<file path="src/rtl/sm_imem_loader.sv">
// sm_imem_loader: runtime program loader writing a framed byte stream into a node's instruction RAM
//
// Frame: 0xA5, node (NODE_ID or 0xFF), count_lo, count_hi, then count little-endian 32-bit words.
// Ports:
//   clk, rst_n            clock, asynchronous active-low reset
//   in_data/in_valid      byte stream input; in_ready low only during the word write cycle
//   mem_we/addr/wdata     registered instruction RAM write port (word addressed)
//   core_rst_n            holds the core in reset until a full image for this node is written
//   load_done             a complete image has been written
//   load_err              sticky: last addressed frame was larger than SIZE words
//   busy                  loader is inside a frame
module sm_imem_loader #(
    parameter int SIZE    = 128,
    parameter int NODE_ID = 0
) (
    input  logic        clk,
    input  logic        rst_n,
    input  logic [7:0]  in_data,
    input  logic        in_valid,
    output logic        in_ready,
    output logic        mem_we,
    output logic [31:0] mem_addr,
    output logic [31:0] mem_wdata,
    output logic        core_rst_n,
    output logic        load_done,
    output logic        load_err,
    output logic        busy
);
    typedef enum logic [2:0] {IDLE, NODE, LEN_LO, LEN_HI, DATA, WRITE, SKIP} state_t;

    localparam logic [15:0] SZ  = 16'(SIZE);
    localparam logic [7:0]  NID = 8'(NODE_ID);

    state_t      state;
    logic        match;
    logic [15:0] cnt;
    logic [17:0] bcnt;
    logic [15:0] widx;
    logic [1:0]  bsel;
    logic [31:0] asm_w;
    logic [15:0] hdr_cnt;

    assign hdr_cnt  = {in_data, cnt[7:0]};
    assign in_ready = state != WRITE;
    assign busy     = state != IDLE;

    always_ff @(posedge clk or negedge rst_n) begin
        if (!rst_n) begin
            state      <= IDLE;
            match      <= 1'b0;
            cnt        <= '0;
            bcnt       <= '0;
            widx       <= '0;
            bsel       <= '0;
            asm_w      <= '0;
            mem_we     <= 1'b0;
            mem_addr   <= '0;
            mem_wdata  <= '0;
            core_rst_n <= 1'b0;
            load_done  <= 1'b0;
            load_err   <= 1'b0;
        end else begin
            mem_we <= 1'b0;
            if (state == WRITE) begin
                widx <= widx + 16'd1;
                if (widx + 16'd1 == cnt) begin
                    state      <= IDLE;
                    load_done  <= 1'b1;
                    core_rst_n <= 1'b1;
                end else begin
                    state <= DATA;
                end
            end else if (in_valid) begin
                case (state)
                    IDLE:   state <= in_data == 8'hA5 ? NODE : IDLE;
                    NODE: begin
                        match <= in_data == NID || in_data == 8'hFF;
                        state <= LEN_LO;
                    end
                    LEN_LO: begin
                        cnt[7:0] <= in_data;
                        state    <= LEN_HI;
                    end
                    LEN_HI: begin
                        cnt  <= hdr_cnt;
                        bcnt <= {hdr_cnt, 2'b00};
                        if (!match) begin
                            state <= hdr_cnt == 16'd0 ? IDLE : SKIP;
                        end else if (hdr_cnt > SZ) begin
                            // oversize image: drain it without touching the RAM or the core state
                            load_err <= 1'b1;
                            state    <= SKIP;
                        end else begin
                            load_err   <= 1'b0;
                            widx       <= '0;
                            bsel       <= '0;
                            load_done  <= hdr_cnt == 16'd0;
                            core_rst_n <= hdr_cnt == 16'd0;
                            state      <= hdr_cnt == 16'd0 ? IDLE : DATA;
                        end
                    end
                    DATA: begin
                        // shift right so the first byte of the word ends up in bits 7:0
                        asm_w <= {in_data, asm_w[31:8]};
                        bsel  <= bsel + 2'd1;
                        if (bsel == 2'd3) begin
                            mem_we    <= 1'b1;
                            mem_addr  <= {16'd0, widx};
                            mem_wdata <= {in_data, asm_w[31:8]};
                            state     <= WRITE;
                        end
                    end
                    SKIP: begin
                        bcnt  <= bcnt - 18'd1;
                        state <= bcnt == 18'd1 ? IDLE : SKIP;
                    end
                    default: state <= IDLE;
                endcase
            end
        end
    end
endmodule
</file>
<file path="config.mk">
export PLATFORM = sky130hd
export DESIGN_NAME = sm_imem_loader
export DESIGN_NICKNAME = d
export VERILOG_FILES = /design/src/rtl/sm_imem_loader.sv
export SDC_FILE = /design/constraint.sdc
export NUM_CORES = 1
export LEC_CHECK = 0
export ABC_AREA = 1
export CAP_MARGIN = 20
export CORE_MARGIN = 5
export CORE_UTILIZATION = 55
export DETAILED_ROUTE_END_ITERATION = 6
export DONT_BUFFER_PORTS = 1
export GPL_TIMING_DRIVEN = 0
export PLACE_DENSITY = 0.7
export RECOVER_POWER = 50
export SYNTH_ARGS = -nofsm -noshare
export SYNTH_HDL_FRONTEND = slang
export SYNTH_SLANG_ARGS = --single-unit
</file>
<file path="constraint.sdc">
create_clock -name clk -period 4.31 [get_ports clk]
set_input_delay 0.6465 -clock clk [delete_from_list [all_inputs] [get_ports clk]]
set_output_delay 0.6465 -clock clk [all_outputs]
set_load 0.05 [all_outputs]
</file>
==> reports/metrics.cfg <==
[synthesis]
postSynthAreaPerCell_um2=8.07
syn_area_mm2=0.00654
synth_edf_count=0
synth_ff_type=dfrtp_1
yosysSeqAreaShare_pct=50.2
synthArstFlopShare_pct=100
synth_warnings=0
yosys.cell_types.count=46
synth.ff_latch_count=131
syn-instance-count=810

[die]
core_mm2=0.0115
die_width_um=119
num_rows=39
die_y_um=119
initial_core_util_pct=56.7
dieArea_mm2=0.0142
io-pin-count=81

[clock_network]
cts_buffers=17
cts-root-buf=clkbuf_16
holdBufCountCts=1
cts_tree=yes
cts.clk_slew.worst_paths_ps=50
clock_latency_ps=420
cts_buffer_depth=2
cts_setup_buffers=0
clkSinkCount=131
htreeDepth=4
ctsResizeCount=0

[timing]
report.final.setup_viol=0
fin_crit_sh_pct=64.9
finClkSkew_ps=6.34
fin_ws_ps=1510
final_max_slew_viol_count=0
hold_slack_ps=211
period_minus_slack_ps=2800
setup_tns_ps=0
rsz0062_at_grt=no
worst_slew_pin_slew_ps=1120
hold_violations=0
fmax_mhz=358
slew_headroom_pct=25.4

[global_routing]
grt_start_max_net_pins=132
grt_use_total_pct=24.7
grt_pass1_vias=5551
overflow=0
grt_pass1_wl_um=28200
antenna_found_initial=0

[route]
ant_nets=0
post-route-drc-count=2
viasPerCell=5.56
wl_per_cell_um=16.5
wirelength_um=16500
firstDrtPassIters=7
drt_iter0_markers=532
vias=5562

[power]
switching_power_w=0.00283
vdd_drop_max_uv=451
clockPowerShare_pct=23.2
swShare_pct=46.7
p_int_w=0.00322
power_density_mw_per_mm2=821
pwr-share-comb_pct=27.2
seqPwrFrac_pct=49.6
power_leakage_nw=3.59

[placed_design]
dp_slack_ps=1950
dp.cells=968
globalplace.congestion=0.912
placed_cell_area_mm2=0.00677
hpwl_um=12100
place.port_buffers=0

[job]
cap_violations=0

[worst_setup_path]
crit_buf_inv=3
crit_end=in_ready
rr_startpoint=widx[0]
startpoint=state[2]
crit_chain=inv_1, nor3_4, inv_2, clkbuf_1
crit_type=register to primary output
r2r_cells=14
endpoint_kind=primary output
max_stage_delay_ps=850
critical_path_cell_count=4
critical_path.startpoint_type=register
crit_family=buffers and inverters
worstPathArrival_ps=2150
reg2reg_slack_ps=2120
cp_slowest_cell=clkbuf_1
worstPathMaxFanout=10
crit_required_ps=3660
reg2reg_to=state[2]

[layout]
final_nets=860
area_growth_pct=12.8
final_area_mm2=0.00737
drive_gt1_share_pct=10.3
diodes=0
finalNonFillerCells=1001
nFillCells=1014

[status]
violations=DRC
outcome=finished with violations

[worst_hold_path]
min_path_type=primary input to async pin

==> worst min path at each step <==
stage / cells after the start / end
after global placement: 0 / mem_wdata[5]
after global routing: 1 / asm_w[12]
after CTS: 1 / mem_wdata[5]
after floorplan: 0 / asm_w[10]
after detailed placement: 0 / mem_wdata[5]
final: 1 / asm_w[12]
==> Yosys cell counts (2+ instances only) <==
master | instances | area share [%]
nor2_2 | 6 | 0.57
o21a_1 | 2 | 0.23
nand2_2 | 6 | 0.57
nor3_2 | 2 | 0.31
o221ai_1 | 2 | 0.27
nand3b_1 | 3 | 0.34
dfrtp_1 | 131 | 50
nand2_1 | 216 | 12
buf_4 | 18 | 2.1
nor2_4 | 5 | 0.86
ha_1 | 4 | 0.77
o21ai_1 | 11 | 0.84
o22ai_1 | 17 | 1.6
nand3_1 | 48 | 3.7
clkbuf_1 | 12 | 0.69
buf_2 | 8 | 0.61
o21ai_0 | 104 | 8.0
o21bai_1 | 4 | 0.46
nor2_1 | 54 | 3.1
inv_1 | 85 | 4.9
nand4_1 | 18 | 1.7
o211ai_1 | 4 | 0.46
nor3_1 | 3 | 0.23
xor2_1 | 6 | 0.80
clkinv_1 | 2 | 0.11
a21oi_1 | 12 | 0.92
inv_2 | 8 | 0.46
==> kinds of logic after synthesis <==
logic type | after synthesis | synth area share [%]
buf+inv | 135 | 9.08
other cells | 1 | 0.0574
fa+ha+maj | 4 | 0.766
compound gates | 162 | 13.5
mux | 1 | 0.153
simple gates | 368 | 25.0
xor+xnor | 8 | 1.28
flops | 131 | 50.2
==> worst register-to-register path, stage by stage (launching register included) <==
cell     delay, ps
dfrtp_1        500
ha_1           260
nand2_2        100
nor2_4         240
nand3_1        120
nand2_1        110
nand2_1         90
nand2_1         70
nand2_1         60
nor2_1         120
nand2_1         80
nor2_1          80
nand2_1        100
nand2_1         90
a21oi_1         70
==> layout by cell type (no fill, tap or decap), types with 3 or more instances in the layout <==
cell type  netlist  layout
o21bai_1         4       4
clkbuf_8         0       3
inv_2            8       7
clkbuf_16        0      17
o21ai_0        104     104
inv_1           85      86
nor2_4           5       5
nor2_1          54      56
xor2_1           6       6
buf_4           18      18
nand3b_1         3       3
clkbuf_1        12      14
o211ai_1         4       4
nand3_1         48      48
nor2_2           6       4
nor3_1           3       4
ha_1             4       4
o21ai_1         11      11
dfrtp_1        131     131
nand4_1         18      18
buf_2            8       8
nand2_2          6       6
clkinv_2         1       6
nand2_1        216     216
conb_1           1      16
o22ai_1         17      17
a21oi_1         12      12
==> per-layer routing <==
layer / global-route usage, % / vias to the layer above / wire, um
met3: 6.59 / 32 / 1030
met5: 0 / - / 0
met4: 10.6 / 0 / 433
met1: 32.6 / 2639 / 7250
met2: 38.8 / 190 / 7760
li1: - / 2701 / -
==> layout make-up <==
cell class              instances  area [um2]  share of cell area, %
plain buffers                  39         231                   3.14
clock buffers                  22         474                   6.44
clock inverters                10         106                   1.44
inverters                      96         362                   4.91
multi-input cells             559        2710                   36.8
flip-flops and latches        131        3280                   44.5
well taps                     143         179                   2.43
repair buffers                  1        27.5                  0.374
==> stage by stage <==
stage | total power, W | utilization, %
after floorplan | 0.00414 | -
after global placement | 0.00455 | 58.8
after detailed placement | 0.00462 | 58.8
after CTS | 0.00607 | 64.1
after global routing | 0.00646 | 64.0
final | 0.00605 | 64.0
==> registers in the layout (all words and copies together), names as in the netlist <==
| name | cells |
|---|---|
| match | 1 |
| mem_we | 1 |
| mem_wdata | 32 |
| bsel | 2 |
| widx | 16 |
| load_err | 1 |
| mem_addr | 16 |
| bcnt | 18 |
| load_done | 1 |
| state | 3 |
| cnt | 16 |
| asm_w | 24 |
==> power by group through the flow <==
stage	Sequential [W]	Clock (W)	Combinational [W]
detailed placement	0.00302	0	0.00160
floorplan	0.00285	0	0.00129
finish	0.00300	0.00140	0.00165
global route	0.00306	0.00150	0.00190
global placement	0.00299	0	0.00155
CTS	0.00300	0.00142	0.00165
No activity file was read; power rests on OpenSTA's default activity.
